--- src/rtl/call_stack_if.sv ---
// Request/strobe bundle between the decoder/PC side and the call stack sequencer.
// master: decoder and PC side; slave: the sequencer.
interface call_stack_if #(
    parameter int ADDR_WIDTH = 4
);
    logic                  i_call;
    logic                  i_rtrn;
    logic                  i_irq;
    logic                  o_stack_call;
    logic                  o_stack_rtrn;
    logic                  o_pc_load;
    logic [1:0]            o_pc_sel;
    logic                  o_stall;
    logic                  o_irq_ack;
    logic                  o_in_irq;
    logic [ADDR_WIDTH:0]   o_depth;
    logic                  o_overflow;
    logic                  o_underflow;

    modport master (
        output i_call, i_rtrn, i_irq,
        input  o_stack_call, o_stack_rtrn, o_pc_load, o_pc_sel, o_stall,
        input  o_irq_ack, o_in_irq, o_depth, o_overflow, o_underflow
    );

    modport slave (
        input  i_call, i_rtrn, i_irq,
        output o_stack_call, o_stack_rtrn, o_pc_load, o_pc_sel, o_stall,
        output o_irq_ack, o_in_irq, o_depth, o_overflow, o_underflow
    );
endinterface

--- src/rtl/call_stack_controller.sv ---
// FRANK6000 call/return/interrupt sequencer for the instruction stack.
// Define CALL_STACK_GUARD_EN to block pushes when full and pops when empty.
module call_stack_controller #(
    parameter int                    ADDR_WIDTH = 4,
    parameter int                    DATA_WIDTH = 8,
    parameter logic [DATA_WIDTH-1:0] IRQ_VECTOR = 8'hF0
) (
    input  logic         i_clk,
    input  logic         i_rst,
    call_stack_if.slave  bus
);

    typedef enum logic [0:0] {
        ST_IDLE      = 1'b0,
        ST_RTRN_WAIT = 1'b1
    } state_t;

    localparam logic [ADDR_WIDTH:0] DEPTH_ZERO = {(ADDR_WIDTH+1){1'b0}};
    localparam logic [ADDR_WIDTH:0] DEPTH_ONE  = {{ADDR_WIDTH{1'b0}}, 1'b1};
    localparam logic [ADDR_WIDTH:0] DEPTH_FULL = {1'b1, {ADDR_WIDTH{1'b0}}};

    localparam logic [1:0] SEL_PC_INC = 2'b00;
    localparam logic [1:0] SEL_BRANCH = 2'b01;
    localparam logic [1:0] SEL_STACK  = 2'b10;
    localparam logic [1:0] SEL_VECTOR = 2'b11;

    // The PC mux that consumes IRQ_VECTOR sits outside this block.
    if (IRQ_VECTOR == {DATA_WIDTH{1'b0}}) begin : g_vector_at_zero
    end

    state_t              state_r;
    state_t              state_next_s;
    logic [ADDR_WIDTH:0] depth_r;
    logic [ADDR_WIDTH:0] entry_depth_r;
    logic                in_irq_r;

    logic in_idle_s;
    logic call_req_s;
    logic rtrn_req_s;
    logic irq_req_s;
    logic push_block_s;
    logic pop_block_s;
    logic do_call_s;
    logic do_rtrn_s;
    logic do_irq_s;

`ifdef CALL_STACK_GUARD_EN
    assign push_block_s = (depth_r == DEPTH_FULL);
    assign pop_block_s  = (depth_r == DEPTH_ZERO);
`else
    assign push_block_s = 1'b0;
    assign pop_block_s  = 1'b0;
`endif

    // Request arbitration in IDLE: call beats rtrn beats irq.
    always_comb begin
        in_idle_s  = (state_r == ST_IDLE) && !i_rst;
        call_req_s = in_idle_s && bus.i_call;
        rtrn_req_s = in_idle_s && !bus.i_call && bus.i_rtrn;
        irq_req_s  = in_idle_s && !bus.i_call && !bus.i_rtrn && bus.i_irq && !in_irq_r;
        do_call_s  = call_req_s && !push_block_s;
        do_rtrn_s  = rtrn_req_s && !pop_block_s;
        do_irq_s   = irq_req_s && !push_block_s;
    end

    // State register.
    always_ff @(posedge i_clk) begin
        if (i_rst) begin
            state_r <= ST_IDLE;
        end else begin
            state_r <= state_next_s;
        end
    end

    // Next-state logic: a return always spends exactly one cycle in RTRN_WAIT.
    always_comb begin
        state_next_s = ST_IDLE;
        case (state_r)
            ST_IDLE: begin
                if (do_rtrn_s) begin
                    state_next_s = ST_RTRN_WAIT;
                end else begin
                    state_next_s = ST_IDLE;
                end
            end
            ST_RTRN_WAIT: state_next_s = ST_IDLE;
            default:      state_next_s = ST_IDLE;
        endcase
    end

    // Strobe and PC-select decode.
    always_comb begin
        bus.o_stack_call = 1'b0;
        bus.o_stack_rtrn = 1'b0;
        bus.o_pc_load    = 1'b0;
        bus.o_pc_sel     = SEL_PC_INC;
        bus.o_stall      = 1'b0;
        bus.o_irq_ack    = 1'b0;
        case (state_r)
            ST_IDLE: begin
                if (do_call_s) begin
                    bus.o_stack_call = 1'b1;
                    bus.o_pc_load    = 1'b1;
                    bus.o_pc_sel     = SEL_BRANCH;
                end else if (do_rtrn_s) begin
                    bus.o_stack_rtrn = 1'b1;
                    bus.o_stall      = 1'b1;
                end else if (do_irq_s) begin
                    bus.o_stack_call = 1'b1;
                    bus.o_pc_load    = 1'b1;
                    bus.o_pc_sel     = SEL_VECTOR;
                    bus.o_irq_ack    = 1'b1;
                end else begin
                    bus.o_pc_sel     = SEL_PC_INC;
                end
            end
            ST_RTRN_WAIT: begin
                // Stack RAM output is valid now; reset aborts the load.
                if (!i_rst) begin
                    bus.o_pc_load = 1'b1;
                    bus.o_pc_sel  = SEL_STACK;
                end else begin
                    bus.o_pc_load = 1'b0;
                end
            end
            default: begin
                bus.o_pc_load = 1'b0;
            end
        endcase
    end

    // Depth counter and interrupt-handler tracking.
    always_ff @(posedge i_clk) begin
        if (i_rst) begin
            depth_r       <= DEPTH_ZERO;
            entry_depth_r <= DEPTH_ZERO;
            in_irq_r      <= 1'b0;
        end else begin
            if (do_call_s || do_irq_s) begin
                depth_r <= depth_r + DEPTH_ONE;
            end else if (do_rtrn_s) begin
                depth_r <= depth_r - DEPTH_ONE;
            end else begin
                depth_r <= depth_r;
            end
            if (do_irq_s) begin
                in_irq_r      <= 1'b1;
                entry_depth_r <= depth_r;
            end else if ((state_r == ST_RTRN_WAIT) && (depth_r == entry_depth_r)) begin
                // depth_r already holds the post-pop value here.
                in_irq_r <= 1'b0;
            end else begin
                in_irq_r <= in_irq_r;
            end
        end
    end

    assign bus.o_depth  = depth_r;
    assign bus.o_in_irq = in_irq_r;

`ifdef CALL_STACK_GUARD_EN
    logic overflow_r;
    logic underflow_r;

    // Sticky fault flags; only reset clears them.
    always_ff @(posedge i_clk) begin
        if (i_rst) begin
            overflow_r  <= 1'b0;
            underflow_r <= 1'b0;
        end else begin
            if ((call_req_s || irq_req_s) && push_block_s) begin
                overflow_r <= 1'b1;
            end else begin
                overflow_r <= overflow_r;
            end
            if (rtrn_req_s && pop_block_s) begin
                underflow_r <= 1'b1;
            end else begin
                underflow_r <= underflow_r;
            end
        end
    end

    assign bus.o_overflow  = overflow_r;
    assign bus.o_underflow = underflow_r;
`else
    assign bus.o_overflow  = 1'b0;
    assign bus.o_underflow = 1'b0;
`endif

endmodule

--- src/flat_wrapper.sv ---
// flat-port wrapper written by rule: the top's interface ports become plain ports
module call_stack_controller_flat 
#(
    parameter int                    ADDR_WIDTH = 4,
    parameter int                    DATA_WIDTH = 8,
    parameter logic [DATA_WIDTH-1:0] IRQ_VECTOR = 8'hF0
)
  (i_clk, i_rst, bus_i_call, bus_i_rtrn, bus_i_irq, bus_o_stack_call, bus_o_stack_rtrn, bus_o_pc_load, bus_o_pc_sel, bus_o_stall, bus_o_irq_ack, bus_o_in_irq, bus_o_depth, bus_o_overflow, bus_o_underflow);
  call_stack_if #(.ADDR_WIDTH(ADDR_WIDTH)) bus_i ();
  input  logic i_clk;
  input  logic i_rst;
  input wire logic [$bits(bus_i.i_call)-1:0] bus_i_call;
  input wire logic [$bits(bus_i.i_rtrn)-1:0] bus_i_rtrn;
  input wire logic [$bits(bus_i.i_irq)-1:0] bus_i_irq;
  output wire logic [$bits(bus_i.o_stack_call)-1:0] bus_o_stack_call;
  output wire logic [$bits(bus_i.o_stack_rtrn)-1:0] bus_o_stack_rtrn;
  output wire logic [$bits(bus_i.o_pc_load)-1:0] bus_o_pc_load;
  output wire logic [$bits(bus_i.o_pc_sel)-1:0] bus_o_pc_sel;
  output wire logic [$bits(bus_i.o_stall)-1:0] bus_o_stall;
  output wire logic [$bits(bus_i.o_irq_ack)-1:0] bus_o_irq_ack;
  output wire logic [$bits(bus_i.o_in_irq)-1:0] bus_o_in_irq;
  output wire logic [$bits(bus_i.o_depth)-1:0] bus_o_depth;
  output wire logic [$bits(bus_i.o_overflow)-1:0] bus_o_overflow;
  output wire logic [$bits(bus_i.o_underflow)-1:0] bus_o_underflow;
  assign bus_i.i_call = bus_i_call;
  assign bus_i.i_rtrn = bus_i_rtrn;
  assign bus_i.i_irq = bus_i_irq;
  assign bus_o_stack_call = bus_i.o_stack_call;
  assign bus_o_stack_rtrn = bus_i.o_stack_rtrn;
  assign bus_o_pc_load = bus_i.o_pc_load;
  assign bus_o_pc_sel = bus_i.o_pc_sel;
  assign bus_o_stall = bus_i.o_stall;
  assign bus_o_irq_ack = bus_i.o_irq_ack;
  assign bus_o_in_irq = bus_i.o_in_irq;
  assign bus_o_depth = bus_i.o_depth;
  assign bus_o_overflow = bus_i.o_overflow;
  assign bus_o_underflow = bus_i.o_underflow;
  call_stack_controller #(.ADDR_WIDTH(ADDR_WIDTH), .DATA_WIDTH(DATA_WIDTH), .IRQ_VECTOR(IRQ_VECTOR)) u_core (.i_clk(i_clk), .i_rst(i_rst), .bus(bus_i));
endmodule
--- config.mk ---
export PLATFORM = sky130hd
export DESIGN_NAME = call_stack_controller_flat
export DESIGN_NICKNAME = d
export VERILOG_FILES = /design/src/rtl/call_stack_if.sv /design/src/rtl/call_stack_controller.sv /design/src/flat_wrapper.sv
export SDC_FILE = /design/constraint.sdc
export NUM_CORES = 1
export LEC_CHECK = 0
export CAP_MARGIN = 30
export CORE_UTILIZATION = 26
export CTS_BUF_LIST = sky130_fd_sc_hd__clkbuf_8
export CTS_CLUSTER_DIAMETER = 200
export DETAILED_ROUTE_END_ITERATION = 10
export SYNTH_ARGS = -nofsm -noshare
export SYNTH_HDL_FRONTEND = slang
export SYNTH_SLANG_ARGS = --single-unit
--- constraint.sdc ---
create_clock -name i_clk -period 2.1 [get_ports i_clk]
set_clock_uncertainty 0.05 [all_clocks]
set_input_delay 0.315 -clock i_clk [delete_from_list [all_inputs] [get_ports i_clk]]
set_output_delay 0.315 -clock i_clk [all_outputs]
set_load 0.005 [all_outputs]
==> flow_summary.json <==
{
  "critical_path.startpoint_type": "input port",
  "fin_tns_setup_ns": 0,
  "total_power_mw": 0.863,
  "total_leakage_power_nw": 0.595,
  "cts.path.max_buffers": 2,
  "max_freq_mhz": 498,
  "p_per_area_mw_per_mm2": 709,
  "die_area_sq_mm": 0.00317,
  "ir_worst_vdd_v": 0.000507,
  "timing.final.crit_share_pct": 95.7,
  "area_delta_synth_final_pct": 58.8,
  "synth_cell_types": 36,
  "final_max_slew_viol_count": 0,
  "globalRouteOverflowTotal": 0,
  "wl_per_cell_um": 12.3,
  "numCtsBuffers": 3,
  "final-hold-violation-count": 0,
  "grt_usage_pct": 12.9,
  "cp-end-kind": "primary output",
  "drt-initial-drc-count": 6,
  "critPathMaxFanout": 2,
  "nNetsFinal": 125,
  "clk_pin_slew_ns": 0.05,
  "clk_latency_ns": 0.25,
  "synthArstFlopShare_pct": 0,
  "start_util_pct": 27.5,
  "syn_inst": 74,
  "detailroute.via_count": 663,
  "hp-class": "reg2reg",
  "drt_wl_total_um": 1790,
  "yosysSeqAreaShare_pct": 31.4,
  "final_cell_mix": "21 x buf_4, 12 x clkdlybuf4s50_1, 12 x dfxtp_1, 8 x nor2_1, 6 x mux2i_1",
  "drive_above_1_share_pct": 39.1,
  "final_common_cell": "buf_4",
  "place_congestion": 0.866,
  "root_buffer": "clkbuf_8",
  "yosysWarnings": 0,
  "drv_cap": 0,
  "synth-edff-count": 0,
  "post-route-min-period_ns": 2.01,
  "layout_setup_ws_ns": 0.0900,
  "coreArea_sq_mm": 0.00278,
  "synthFlopType": "dfxtp_1",
  "postCtsHoldBufs": 0,
  "clock_sinks": 12,
  "grt_start_max_net_pins": 8,
  "required_ns": 1.74,
  "syn_area_per_cell_sq_um": 10.3,
  "die_h_um": 56.3,
  "cts_tree": "done",
  "grt_pass1_vias": 661,
  "place_hpwl_um": 1360,
  "pre_cts_ws_ns": -0.411,
  "rsz0062_at_grt": "false",
  "antenna_found_initial": 0,
  "io_pins": 20,
  "drc": 0,
  "worst-setup-path-type": "in2out",
  "synth_area_sq_um": 766,
  "setup_viol_count_final": 0,
  "routed_via_density": 4.54,
  "clock_tree.htree_level_count": 1,
  "port_buffers": 17,
  "die_w_um": 56.3,
  "antenna_cells": 0,
  "grt_pass1_wl_um": 3040,
  "outcome": "completed",
  "postRouteAntennaNets": 0,
  "dr.pass1.iters": 3,
  "ys_ff_latch": 12,
  "cp.arrival_ns": 1.64,
  "num_rows": 19
}
==> synth_stat cells, types with 2 or more instances <==
cell     count  area [sq um]
ha_1         3          37.5
xnor2_1      4          35.0
inv_2        2          7.51
xor2_1       4          35.0
dfxtp_1     12           240
buf_4        3          22.5
nor2_1       8          30.0
mux2i_1      6          60.1
nor3b_2      3          37.5
a21o_1       2          15.0
nand2_1      2          7.51
==> logic make-up (layout without fill, tap and decap cells) <==
| family | after synthesis | after routing | synth area share [%] |
|---|---|---|---|
| AO/OA/AOI/OAI | 12 | 12 | 14.1 |
| XOR/XNOR | 8 | 8 | 9.15 |
| AND/OR/NAND/NOR | 24 | 24 | 24.5 |
| multiplexers | 6 | 6 | 7.84 |
| buffers and inverters | 7 | 47 | 5.06 |
| flip-flops | 12 | 12 | 31.4 |
| other | 1 | 2 | 0.490 |
| adder cells (fa/ha/maj) | 4 | 4 | 7.52 |
==> what timing repair did <==
action / in CTS / in global routing
resized for setup: 12 / 2
pin swaps: 3 / 3
setup endpoints to repair: 9 / 2
buffers inserted: 6 / 0
==> per-stage QoR <==
stage          hold slack, ns  utilization (%)  instance area (sq um)  instances
2_1_floorplan           0.341                -                    769         75
3_3_place_gp            0.449             38.8                   1080        136
3_5_place_dp            0.460             38.8                   1080        136
4_1_cts                 0.475             43.4                   1210        146
5_1_grt                 0.509             43.7                   1220        146
6_report                0.468             43.7                   1220        146
==> path summary, 6_finish.rpt <==
check        slack [ns]                     from                      end  depth (start not counted)
max                0.09               bus_i_rtrn          bus_o_pc_sel[0]                          6
min                0.47  u_core.entry_depth_r[4]  u_core.entry_depth_r[4]                          2
max reg2reg        0.14      u_core.bus.o_in_irq    u_core.bus.o_depth[4]                          8
min reg2reg        0.47  u_core.entry_depth_r[4]  u_core.entry_depth_r[4]                          2
==> layer usage <==
| metal | share of wire (%) | wire [um] | up-vias | track usage (%) |
|---|---|---|---|---|
| li1 | - | - | 338 | - |
| met1 | 44 | 794 | 302 | 15.7 |
| met2 | 47 | 843 | 16 | 19.7 |
| met3 | 5.0 | 89 | 7 | 3.69 |
| met4 | 3.7 | 66 | 0 | 8.36 |
| met5 | 0 | 0 | - | 0 |
==> state kept, by name, summed over array words and instances, names as in the netlist <==
name,count
u_core.state_r,1
u_core.entry_depth_r,5
u_core.bus.o_depth,5
u_core.bus.o_in_irq,1
==> area by class of cell <==
cell class,count,area [sq um]
clock buffers,4,55.1
fillers,281,1570
inverters,3,11.3
multi-input cells,56,523
flip-flops and latches,12,240
well taps,31,38.8
repair buffers,40,348
==> critical path: stages <==
cell             delay, ns
dlygate4sd2_1         0.27
nor3b_4               0.22
o21a_2                0.18
buf_4                 0.10
buf_4                 0.09
clkdlybuf4s50_1       0.48
==> where the power goes <==
| part | internal, mW | switching, mW |
|---|---|---|
| Sequential | 0.251 | 0.0340 |
| Clock | 0.166 | 0.0888 |
| Combinational | 0.196 | 0.126 |
| Total | 0.614 | 0.249 |
(Power assumes the default switching activity.)
